$ cat src/rtl/mc_native_arb_pkg.sv
// Shared definitions for the N-port native-interface arbiter.
//   port_id_w()          : width of a port ID for a given port count (min 1)
//   DEFAULT_ORDER_DEPTH  : default entries per order-tracking FIFO
//   qos_t                : 2-bit per-port priority (used when MC_NATIVE_ARB_QOS_EN is defined)
package mc_native_arb_pkg;

  localparam int unsigned DEFAULT_ORDER_DEPTH = 8;

  typedef logic [1:0] qos_t;

  function automatic int unsigned port_id_w(input int unsigned num_ports);
    return (num_ports <= 1) ? 1 : $clog2(num_ports);
  endfunction

endpackage

$ cat src/rtl/mc_arb_order_fifo.sv
// In-order FIFO of port IDs used to steer data bursts to the requester whose
// command was accepted first.
//   clk, rst      : clock, asynchronous active-low reset
//   push, push_id : enqueue a port ID
//   pop           : dequeue the head entry
//   head          : current head port ID (valid when !empty)
//   full, empty   : occupancy flags
//   count         : number of stored entries
// Push and pop in the same cycle are legal even when full (count unchanged).
module mc_arb_order_fifo
  import mc_native_arb_pkg::*;
#(
  parameter int unsigned DEPTH = DEFAULT_ORDER_DEPTH,
  parameter int unsigned ID_W  = 1
) (
  input  logic                     clk,
  input  logic                     rst,
  input  logic                     push,
  input  logic [ID_W-1:0]          push_id,
  input  logic                     pop,
  output logic [ID_W-1:0]          head,
  output logic                     full,
  output logic                     empty,
  output logic [$clog2(DEPTH):0]   count
);

  localparam int unsigned PTR_W = $clog2(DEPTH);

  logic [ID_W-1:0]  mem [DEPTH];
  logic [PTR_W-1:0] wr_ptr;
  logic [PTR_W-1:0] rd_ptr;
  logic             do_push;
  logic             do_pop;

  assign empty   = (count == '0);
  assign full    = (count == ($clog2(DEPTH)+1)'(DEPTH));
  assign head    = mem[rd_ptr];
  assign do_pop  = pop & ~empty;
  // When full, the slot being written is the one being popped this cycle.
  assign do_push = push & (~full | do_pop);

  always_ff @(posedge clk or negedge rst) begin
    if (!rst) begin
      wr_ptr <= '0;
      rd_ptr <= '0;
      count  <= '0;
    end else begin
      if (do_push) wr_ptr <= wr_ptr + 1'b1;
      if (do_pop)  rd_ptr <= rd_ptr + 1'b1;
      case ({do_push, do_pop})
        2'b10:   count <= count + 1'b1;
        2'b01:   count <= count - 1'b1;
        default: count <= count;
      endcase
    end
  end

  always_ff @(posedge clk) begin
    if (do_push) mem[wr_ptr] <= push_id;
  end

endmodule

$ cat src/rtl/mc_native_port_arbiter.sv
// N-port native-interface front end for the LPDDR4 controller core.
// Arbitrates NUM_PORTS command streams onto the single controller native port
// and steers write/read data bursts using in-order port-ID FIFOs.
//   clk, rst                : controller clock, asynchronous active-low reset
//   s_cmd_*                 : per-port command channel (packed per port)
//   s_wdata_*               : per-port write-data channel
//   s_rdata_*               : per-port read-data channel (data broadcast)
//   m_cmd_*, m_wdata_*,
//   m_rdata_*               : controller-side native port
//   rd_underflow            : sticky, read beat arrived with no outstanding read
// Optional: define MC_NATIVE_ARB_QOS_EN to add s_qos (2 bits per port); the
// highest-QoS eligible port wins, round-robin breaks ties.
module mc_native_port_arbiter
  import mc_native_arb_pkg::*;
#(
  parameter int unsigned NUM_PORTS   = 2,
  parameter int unsigned ADDR_W      = 32,
  parameter int unsigned DATA_W      = 256,
  parameter int unsigned ORDER_DEPTH = DEFAULT_ORDER_DEPTH
) (
  input  logic                          clk,
  input  logic                          rst,
  input  logic [NUM_PORTS-1:0]          s_cmd_valid,
  output logic [NUM_PORTS-1:0]          s_cmd_ready,
  input  logic [NUM_PORTS-1:0]          s_cmd_we,
  input  logic [NUM_PORTS-1:0]          s_cmd_mw,
  input  logic [NUM_PORTS*ADDR_W-1:0]   s_cmd_addr,
`ifdef MC_NATIVE_ARB_QOS_EN
  input  logic [NUM_PORTS*2-1:0]        s_qos,
`endif
  input  logic [NUM_PORTS-1:0]          s_wdata_valid,
  input  logic [NUM_PORTS-1:0]          s_wdata_last,
  output logic [NUM_PORTS-1:0]          s_wdata_ready,
  input  logic [NUM_PORTS*DATA_W-1:0]   s_wdata_data,
  input  logic [NUM_PORTS*DATA_W/8-1:0] s_wdata_we,
  output logic [NUM_PORTS-1:0]          s_rdata_valid,
  output logic [NUM_PORTS-1:0]          s_rdata_last,
  input  logic [NUM_PORTS-1:0]          s_rdata_ready,
  output logic [DATA_W-1:0]             s_rdata_data,
  output logic                          m_cmd_valid,
  output logic                          m_cmd_we,
  output logic                          m_cmd_mw,
  output logic [ADDR_W-1:0]             m_cmd_addr,
  input  logic                          m_cmd_ready,
  output logic                          m_wdata_valid,
  output logic                          m_wdata_last,
  output logic [DATA_W-1:0]             m_wdata_data,
  output logic [DATA_W/8-1:0]           m_wdata_we,
  input  logic                          m_wdata_ready,
  input  logic                          m_rdata_valid,
  input  logic                          m_rdata_last,
  input  logic [DATA_W-1:0]             m_rdata_data,
  output logic                          m_rdata_ready,
  output logic                          rd_underflow
);

  localparam int unsigned ID_W  = port_id_w(NUM_PORTS);
  localparam int unsigned BE_W  = DATA_W / 8;
  localparam int unsigned CNT_W = $clog2(ORDER_DEPTH) + 1;

  logic [ID_W-1:0]      rr_ptr;
  logic [ID_W-1:0]      lock_id;
  logic                 locked;
  logic [ID_W-1:0]      arb_id;
  logic                 arb_found;
  logic [ID_W-1:0]      grant_id;
  logic                 cmd_hs;
  logic                 grant_wr;

  logic [NUM_PORTS-1:0] is_wr;
  logic [NUM_PORTS-1:0] eligible;
  qos_t                 qos [NUM_PORTS];

  logic                 w_push, w_pop, w_full, w_empty;
  logic                 r_push, r_pop, r_full, r_empty;
  logic [ID_W-1:0]      w_head, r_head;
  logic [CNT_W-1:0]     w_count, r_count;

  // ---------------------------------------------------------------- eligibility
  always_comb begin
    for (int unsigned i = 0; i < NUM_PORTS; i++) begin
      is_wr[i]    = s_cmd_we[i] | s_cmd_mw[i];
      eligible[i] = s_cmd_valid[i] & (is_wr[i] ? ~w_full : ~r_full);
`ifdef MC_NATIVE_ARB_QOS_EN
      qos[i]      = s_qos[i*2 +: 2];
`else
      qos[i]      = '0;
`endif
    end
  end

  // ---------------------------------------------------------------- arbiter
  // Find the top QoS level among eligible ports, then round-robin from rr_ptr
  // within that level. Without QoS every level is 0, so this is plain RR.
  always_comb begin
    qos_t            best_qos;
    logic            any_elig;
    logic [ID_W-1:0] cand;
    best_qos  = '0;
    any_elig  = 1'b0;
    arb_found = 1'b0;
    arb_id    = '0;
    cand      = '0;
    for (int unsigned i = 0; i < NUM_PORTS; i++) begin
      if (eligible[i] && (!any_elig || qos[i] > best_qos)) begin
        best_qos = qos[i];
        any_elig = 1'b1;
      end
    end
    for (int unsigned k = 0; k < NUM_PORTS; k++) begin
      cand = ID_W'((32'(rr_ptr) + k) % NUM_PORTS);
      if (!arb_found && eligible[cand] && qos[cand] == best_qos) begin
        arb_found = 1'b1;
        arb_id    = cand;
      end
    end
  end

  assign grant_id    = locked ? lock_id : arb_id;
  assign m_cmd_valid = rst & (locked | arb_found);
  assign m_cmd_we    = s_cmd_we[grant_id];
  assign m_cmd_mw    = s_cmd_mw[grant_id];
  assign m_cmd_addr  = s_cmd_addr[grant_id*ADDR_W +: ADDR_W];
  assign grant_wr    = is_wr[grant_id];
  assign cmd_hs      = m_cmd_valid & m_cmd_ready;

  always_comb begin
    s_cmd_ready = '0;
    for (int unsigned i = 0; i < NUM_PORTS; i++) begin
      s_cmd_ready[i] = m_cmd_valid & m_cmd_ready & (grant_id == ID_W'(i));
    end
  end

  // Hold the grant while the controller back-pressures an offered command.
  always_ff @(posedge clk or negedge rst) begin
    if (!rst) begin
      rr_ptr  <= '0;
      locked  <= 1'b0;
      lock_id <= '0;
    end else begin
      if (cmd_hs) begin
        locked <= 1'b0;
        rr_ptr <= (grant_id == ID_W'(NUM_PORTS - 1)) ? '0 : grant_id + 1'b1;
      end else if (m_cmd_valid) begin
        locked  <= 1'b1;
        lock_id <= grant_id;
      end
    end
  end

  // ---------------------------------------------------------------- order FIFOs
  assign w_push = cmd_hs & grant_wr;
  assign r_push = cmd_hs & ~grant_wr;

  mc_arb_order_fifo #(
    .DEPTH (ORDER_DEPTH),
    .ID_W  (ID_W)
  ) u_wr_order (
    .clk     (clk),
    .rst     (rst),
    .push    (w_push),
    .push_id (grant_id),
    .pop     (w_pop),
    .head    (w_head),
    .full    (w_full),
    .empty   (w_empty),
    .count   (w_count)
  );

  mc_arb_order_fifo #(
    .DEPTH (ORDER_DEPTH),
    .ID_W  (ID_W)
  ) u_rd_order (
    .clk     (clk),
    .rst     (rst),
    .push    (r_push),
    .push_id (grant_id),
    .pop     (r_pop),
    .head    (r_head),
    .full    (r_full),
    .empty   (r_empty),
    .count   (r_count)
  );

  a_order_count_bound: assert property (
    @(posedge clk) disable iff (!rst)
      (w_count <= CNT_W'(ORDER_DEPTH)) && (r_count <= CNT_W'(ORDER_DEPTH)));

  // ---------------------------------------------------------------- write path
  assign m_wdata_valid = rst & ~w_empty & s_wdata_valid[w_head];
  assign m_wdata_last  = ~w_empty & s_wdata_last[w_head];
  assign m_wdata_data  = s_wdata_data[w_head*DATA_W +: DATA_W];
  assign m_wdata_we    = s_wdata_we[w_head*BE_W +: BE_W];
  assign w_pop         = m_wdata_valid & m_wdata_ready & m_wdata_last;

  always_comb begin
    s_wdata_ready = '0;
    for (int unsigned i = 0; i < NUM_PORTS; i++) begin
      s_wdata_ready[i] = rst & ~w_empty & m_wdata_ready & (w_head == ID_W'(i));
    end
  end

  // ---------------------------------------------------------------- read path
  // With nothing outstanding, stray beats are accepted and dropped.
  assign s_rdata_data  = m_rdata_data;
  assign m_rdata_ready = rst & (r_empty ? m_rdata_valid : s_rdata_ready[r_head]);
  assign r_pop         = ~r_empty & m_rdata_valid & s_rdata_ready[r_head] & m_rdata_last;

  always_comb begin
    s_rdata_valid = '0;
    s_rdata_last  = '0;
    for (int unsigned i = 0; i < NUM_PORTS; i++) begin
      s_rdata_valid[i] = rst & ~r_empty & m_rdata_valid & (r_head == ID_W'(i));
      s_rdata_last[i]  = ~r_empty & m_rdata_last & (r_head == ID_W'(i));
    end
  end

  always_ff @(posedge clk or negedge rst) begin
    if (!rst) begin
      rd_underflow <= 1'b0;
    end else if (m_rdata_valid && r_empty) begin
      rd_underflow <= 1'b1;
    end
  end

endmodule
$ cat config.mk
export PLATFORM = sky130hd
export DESIGN_NAME = mc_native_port_arbiter
export DESIGN_NICKNAME = d
export VERILOG_FILES = /design/src/rtl/mc_native_arb_pkg.sv /design/src/rtl/mc_arb_order_fifo.sv /design/src/rtl/mc_native_port_arbiter.sv
export SDC_FILE = /design/constraint.sdc
export NUM_CORES = 1
export LEC_CHECK = 0
export ABC_AREA = 1
export CORE_AREA = 2 2 580 582
export CTS_BUF_LIST = sky130_fd_sc_hd__clkbuf_4 sky130_fd_sc_hd__clkbuf_8 sky130_fd_sc_hd__clkbuf_16
export CTS_CLUSTER_DIAMETER = 40
export DETAILED_ROUTE_END_ITERATION = 8
export DIE_AREA = 0 0 582 584
export GPL_ROUTABILITY_DRIVEN = 0
export PLACE_DENSITY_LB_ADDON = 0.25
export SLEW_MARGIN = 40
export SYNTH_ARGS = -nofsm -noshare
export SYNTH_HDL_FRONTEND = slang
export SYNTH_SLANG_ARGS = --single-unit
$ cat constraint.sdc
create_clock -name clk -period 3.1 [get_ports clk]
set_clock_uncertainty 0.1 [all_clocks]
set_input_delay 0.62 -clock clk [delete_from_list [all_inputs] [get_ports clk]]
set_output_delay 0.62 -clock clk [all_outputs]
set_load 0.02 [all_outputs]
==> impl_metrics.tcl, run 1 <==
set metrics [dict create \
    tightestPinTransition_ns 0.376 \
    reg2reg_depth 20 \
    synth_compound_area_frac 0.00813 \
    synthSimpleGateAreaFrac 0.534 \
    crit_required_ns 2.38 \
    overflow 0 \
    cts_max_level 2 \
    ioPinCount 1505 \
    area_delta_synth_final_pct 210 \
    grt_pass1_wl_mm 277 \
    cts_num_sinks 40 \
    ant_nets 0 \
    yosysSeqAreaShare 0.130 \
    initial_utilization 0.0250 \
    fin_crit_ns 3.05 \
    grt.total_usage 0.139 \
    status "completed" \
    leakage_nw 10.2 \
    report.final.slew_viol_count 0 \
    final_common_cell "nand2_1" \
    vias_per_cell 2.13 \
    instances_no_fill 6801 \
    setup_tns_ns 0 \
    core_region_area_mm2 0.333 \
    synthTopCellsByArea "nand2_1 (47%), buf_4 (23%), dfrtp_1 (7.2%)" \
    crit_path_top_delay_cell "dfrtp_2" \
    drt_iter0_markers 814 \
    synth_top_cell_area_share 0.469 \
    min_period_over_period 0.984 \
    clock_latency_ns 0.29 \
    synth.cell_area_mm2 0.00831 \
    clk_pin_slew_ns 0.07 \
    synth_cell_types 27 \
    synth_fa_ha_area_frac 0.0199 \
    dp_cells 6713 \
    synth_area_per_cell_um2 5.23 \
    synth_top_family_by_area "simple AND/OR/NAND/NOR gates" \
    whs_path_depth 2 \
    grt_max_degree 41 \
    synthXorXnorAreaFrac 0.0116 \
    fmax_mhz 328 \
    r2r-start "u_wr_order.rd_ptr[0]" \
    cp-end-kind "output pin" \
    syn_nets 2516 \
    hold_path.class "reg -> reg" \
    drc 0 \
    synth.area.mux_share 0 \
    cap_violations 0 \
    tritoncts "done" \
    whs_endpoint "lock_id" \
    root_buffer "clkbuf_16" \
    die-height_um 584 \
    rsz0062_at_grt "yes" \
    powerDensity_mw_per_mm2 1420 \
    grt_pass1_vias 14200 \
    routed-via-count 14500 \
    min_from "lock_id" \
    hold_viol 0 \
    wl_per_cell_um 36.5 \
    syn-instance-count 1590 \
    final_cell_mix "nand2_1 (978), clkdlybuf4s50_1 (656), buf_12 (248)" \
    clock_tree.buffer_depth 2 \
    grt_antenna_before_repair 148 \
    dp_hpwl_mm 234 \
    fp.dieW_um 582 \
    crit_path_cell_trace "inv_2 -> nand2_1 -> nand3_2 -> nand2_1 -> nand2_2 -> nand2_8 -> buf_16 -> buf_16 -> nand2_1 -> nand2_1 -> buf_12" \
    cp.arrival_ns 2.33 \
    yosysTopAreaCell "nand2_1" \
    crit_top_cell "nand2_1" \
    fp-row-count 212 \
    cp_slowest_stage_delay_ns 0.44 \
    layout-drive-gt1-share 0.221 \
    drtPass1Iterations 6 \
    path_class "reg -> out" \
    timing.slew.headroom 0.749 \
    crit_fanout 13 \
    ys_ff_latch 40 \
    nNetsFinal 3305 \
    wl_mm 248 \
    yosysWarnings 0 \
    startpoint_type "register" \
    numPortBuffers 992 \
    dieArea_mm2 0.340 \
    ir_drop_v 0.000450 \
    cts_hold_buf 0 \
    setup_viol 0 \
    r2r-end "u_wr_order.count[3]" \
    rrSetupSlack_ns 0.21 \
    cts_made_buffers 5 \
]
## cells by family (layout without fill, tap and decap cells)
| logic type | count (synthesis) | count (layout) |
|---|---|---|
| and+or+nand+nor | 1139 | 1139 |
| buffers and inverters | 376 | 1166 |
| DFF | 40 | 40 |
| xor gates and xnor gates | 11 | 11 |
| adders and majority gates | 12 | 12 |
| AOI/OAI and AO/OA | 12 | 12 |
| other | 0 | 34 |
## layout make-up
class	instances	area, µm²
Inverter	47	181
Antenna cell	34	85.1
Sequential cell	40	1080
Tap cell	4387	5490
Fill cell	39100	307000
Clock buffer	5	125
Multi-Input combinational cell	1174	5080
Timing Repair Buffer	1111	13600
Clock inverter	3	46.3
## per-layer routing
layer	part of all wire	global-route usage
met4	0.031	0.0317
met5	0.0033	0.00799
met3	0.27	0.175
met2	0.43	0.216
met1	0.26	0.105
## repair_timing
item | in CTS | in global routing
setup buffers | 20 | 11
cloned | 12 | 5
pin swaps | 4 | 9
endpoints found under the setup margin | 274 | 93
gates resized for setup | 228 | 76
## synthesized netlist by cell type, drive strengths merged
cell type and n:
a211oi 2, a21boi 1, buf 315, clkbuf 14, dfrtp 24, edfxtp 16, fa 2, ha 10
inv 47, nand2 1046, nand3 35, nand3b 3, nand4 5, nor2 43, nor3 4, nor4 2
o21ai 9, or2 1, xnor2 2, xor2 9
## critical path, delay by kind of cell (launching register included)
| kind | cells | cell delay (ns) |
|---|---|---|
| buf+inv | 4 | 0.66 |
| simple gates | 7 | 0.86 |
| flops | 1 | 0.44 |
## where the power goes
group / leakage (nW) / internal [mW] / switching (mW)
registers: 0.433 / 0.730 / 0.162
clock network: 0.0806 / 0.383 / 0.231
logic: 9.66 / 14.2 / 20.9
total: 10.2 / 15.3 / 21.3
## flip-flops by register name, indices dropped and copies added, names as in the netlist
register           cells
u_wr_order.wr_ptr      3
u_rd_order.mem         8
lock_id                1
u_wr_order.count       4
u_wr_order.rd_ptr      3
u_rd_order.wr_ptr      3
rd_underflow           1
locked                 1
u_rd_order.rd_ptr      3
rr_ptr                 1
u_rd_order.count       4
u_wr_order.mem         8
## stage by stage
stage	util	hold WS (ns)	setup WS (ns)	cell area, µm²	power, mW
floorplan	-	0.224	0.0520	8310	10.7
global placement	0.0736	0.350	-0.469	24500	34.4
detailed placement	0.0736	0.370	-0.541	24500	34.4
CTS	0.0760	0.393	0.0174	25300	37.0
global route	0.0772	0.406	-0.0628	25700	38.4
finish	0.0773	0.389	0.0489	25700	36.5
## worst max-delay path by stage
stage / startpoint / endpoint / cells past startpoint
2_1_floorplan: s_cmd_mw[1] / u_wr_order.count[3] / 20
3_3_place_gp: s_cmd_mw[1] / m_cmd_addr[9] / 13
3_5_place_dp: s_cmd_mw[1] / m_cmd_addr[10] / 13
4_1_cts: u_wr_order.rd_ptr[0] / m_wdata_data[211] / 12
5_1_grt: s_cmd_we[1] / u_wr_order.count[3] / 20
6_report: u_wr_order.rd_ptr[0] / m_wdata_data[60] / 11
Power figures use the tool's default switching activity.
==> run 2: changes to the inputs <==
- CORE_AREA: 2 2 580 582 -> 2 2 579 581
- DIE_AREA: 0 0 582 584 -> 0 0 581 583
- SYNTH_HIERARCHICAL: unset -> 1
==> run 2 against run 1 <==
Effect of this change: the run now ends with setup timing left; routed wire length decreased by 6.2%; highest routed layer unchanged; critical path depth is 4 higher; first-iteration DRC count down 17%; clock-buffer cell count unchanged; combinational power rose by 7.7%; cell area rose by 10%; largest power group unchanged.
==> impl_metrics.tcl, run 2 <==
set metrics [dict create \
    grt_antenna_before_repair 117 \
    synth_cell_types 35 \
    tritoncts "done" \
    fin_crit_ns 3.18 \
    fmax_mhz 315 \
    ir_drop_v 0.000397 \
    grt_pass1_wl_mm 262 \
    status "finished with violations" \
    powerDensity_mw_per_mm2 1380 \
    numPortBuffers 992 \
    area_delta_synth_final_pct 242 \
    root_buffer "clkbuf_16" \
    timing.slew.headroom 0.605 \
    fp-row-count 212 \
    initial_utilization 0.0249 \
    hold_path.class "reg -> reg" \
    cts_max_level 2 \
    setup_viol 73 \
    crit_required_ns 2.38 \
    clk_pin_slew_ns 0.07 \
    pwr-share-clk 0.015 \
    setup.worst_path.start "u_wr_order/rd_ptr[0]" \
    layout-drive-gt1-share 0.401 \
    setup_tns_ns -1.90 \
    dp_hpwl_mm 220 \
    yosysSeqAreaShare 0.131 \
    cp-end-kind "output pin" \
    rrSetupSlack_ns 0.08 \
    yosysWarnings 6 \
    p_sw_frac 0.565 \
    report.final.slew_viol_count 0 \
    ys_ff_latch 40 \
    grt.total_usage 0.131 \
    core_region_area_mm2 0.332 \
    overflow 0 \
    fillers 38900 \
    synth_top_flop_cell "dfrtp_1" \
    cts_made_buffers 5 \
    grt_max_degree 40 \
    wl_per_cell_um 34.2 \
    synthTopCellsByArea "nand2_1 (45%), buf_4 (23%), dfrtp_1 (7.3%)" \
    whs_ns 0.376 \
    cp.arrival_ns 2.46 \
    synth.cell_area_mm2 0.00828 \
    wl_mm 233 \
    synth.most_common_cell "nand2_1" \
    internal-power_mw 17.1 \
    ys_top_cells_by_count "nand2_1 (1000), buf_4 (257), buf_2 (40), nor2_1 (40), inv_1 (36)" \
    synth_edf_count 16 \
    drtPass1Iterations 4 \
    clock_latency_ns 0.29 \
    vias_per_cell 2.06 \
    leakage_nw 11.2 \
    p_seq_frac 0.023 \
    dp_cells 6720 \
    die-height_um 583 \
    nNetsFinal 3331 \
    final_common_cell "clkdlybuf4s50_1" \
    instances_no_fill 6818 \
    drc 0 \
    drt_iter0_markers 675 \
    yosysTopAreaCell "nand2_1" \
    crit_fanout 8 \
    fp.dieW_um 581 \
    synthArstFlopShare 0.600 \
    hold_viol 0 \
    p_comb_frac 0.962 \
    top_regs "u_rd_order/mem (8), u_wr_order/mem (8)" \
    synth_top_cell_area_share 0.453 \
    syn-instance-count 1563 \
    min_from "rd_underflow" \
    ant_nets 0 \
    final_cell_mix "clkdlybuf4s50_1 (654), nand2_1 (610), buf_12 (264)" \
    clock_tree.buffer_depth 2 \
    cap_violations 0 \
    grt_pass1_vias 14300 \
    tightestPinTransition_ns 0.590 \
    cts_num_sinks 40 \
    path_class "reg -> out" \
    synth_area_per_cell_um2 5.30 \
    startpoint_type "register" \
    routed-via-count 14000 \
    violations "setup timing" \
    rsz0062_at_grt "yes" \
    dieArea_mm2 0.339 \
    min_period_over_period 1.02 \
    r2r-start "u_wr_order/rd_ptr[0]" \
    ioPinCount 1505 \
    syn_nets 2487 \
    fin_ws_ns -0.0767 \
    p_switching_mw 22.2 \
]
-- run 2: metrics by stage --
step	area [µm²]	setup slack (ns)	power, mW	util
finish	28400	-0.0767	39.2	0.0853
global route	28300	-0.201	41.6	0.0853
CTS	26900	-0.193	38.7	0.0809
detailed placement	24700	-0.429	33.8	0.0744
global placement	24700	-0.404	33.8	0.0744
floorplan	8290	0.00617	9.94	-
-- run 2: kinds of logic after synthesis --
family,after synthesis,synth area share
AO/OA/AOI/OAI,29,0.0193
buffers and inverters,369,0.294
adder cells (fa/ha/maj),10,0.0169
XOR/XNOR,10,0.0106
AND/OR/NAND/NOR,1101,0.524
flip-flops,40,0.131
multiplexers,4,0.00514
-- run 2: final cells by class --
class	instances	area (µm²)	area share
flip-flops and latches	40	1080	0.0383
well taps	4387	5490	0.194
diodes	23	57.6	0.00203
inverters	42	178	0.00626
multi-input cells	1154	6860	0.242
repair buffers	1164	14500	0.512
clock inverters	3	42.5	0.00150
clock buffers	5	125	0.00441
-- run 2: repair_timing --
action / in CTS / in global routing
buffers inserted: 39 / 23
resized for setup: 649 / 429
setup endpoints to repair: 330 / 337
pin swaps: 49 / 60
gates cloned: 11 / 13
hold buffers: 0 / 0
-- run 2: layer usage --
metal | vias up | track usage | part of all wire
li1 | 6172 | - | -
met1 | 6234 | 0.108 | 0.28
met5 | - | 0 | 0.0016
met3 | 299 | 0.131 | 0.22
met4 | 52 | 0.0189 | 0.023
met2 | 1261 | 0.225 | 0.47
-- run 2: worst max-delay path: stages (launching register included) --
cell and delay [ns]:
dfrtp_2 0.42, nor2_1 0.06, nor2_1 0.10, o21ai_1 0.08, o21ai_1 0.10, nor2_2 0.07
a21oi_4 0.15, buf_12 0.15, inv_12 0.05, buf_12 0.12, buf_16 0.15, buf_4 0.16
buf_6 0.12, nand2_1 0.11, nand2_2 0.09, buf_12 0.15
-- run 2: path summary, 6_finish.rpt --
check | to | cells past startpoint
setup / recovery | m_wdata_we[20] | 15
hold / removal | rd_underflow | 2
setup reg to reg | u_wr_order/count[2] | 18
hold reg to reg | rd_underflow | 2
max in group asynchronous | u_wr_order/rd_ptr[0] | 3
min in group asynchronous | u_wr_order/count[3] | 3
-- run 2: power groups by stage --
| stage | Combinational (mW) | Sequential (mW) | Clock, mW |
|---|---|---|---|
| after global placement | 32.9 | 0.884 | 0 |
| after detailed placement | 32.9 | 0.891 | 0 |
| after floorplan | 9.08 | 0.857 | 0 |
| final | 37.7 | 0.898 | 0.605 |
| after CTS | 37.2 | 0.885 | 0.622 |
| after global routing | 40.0 | 0.928 | 0.646 |
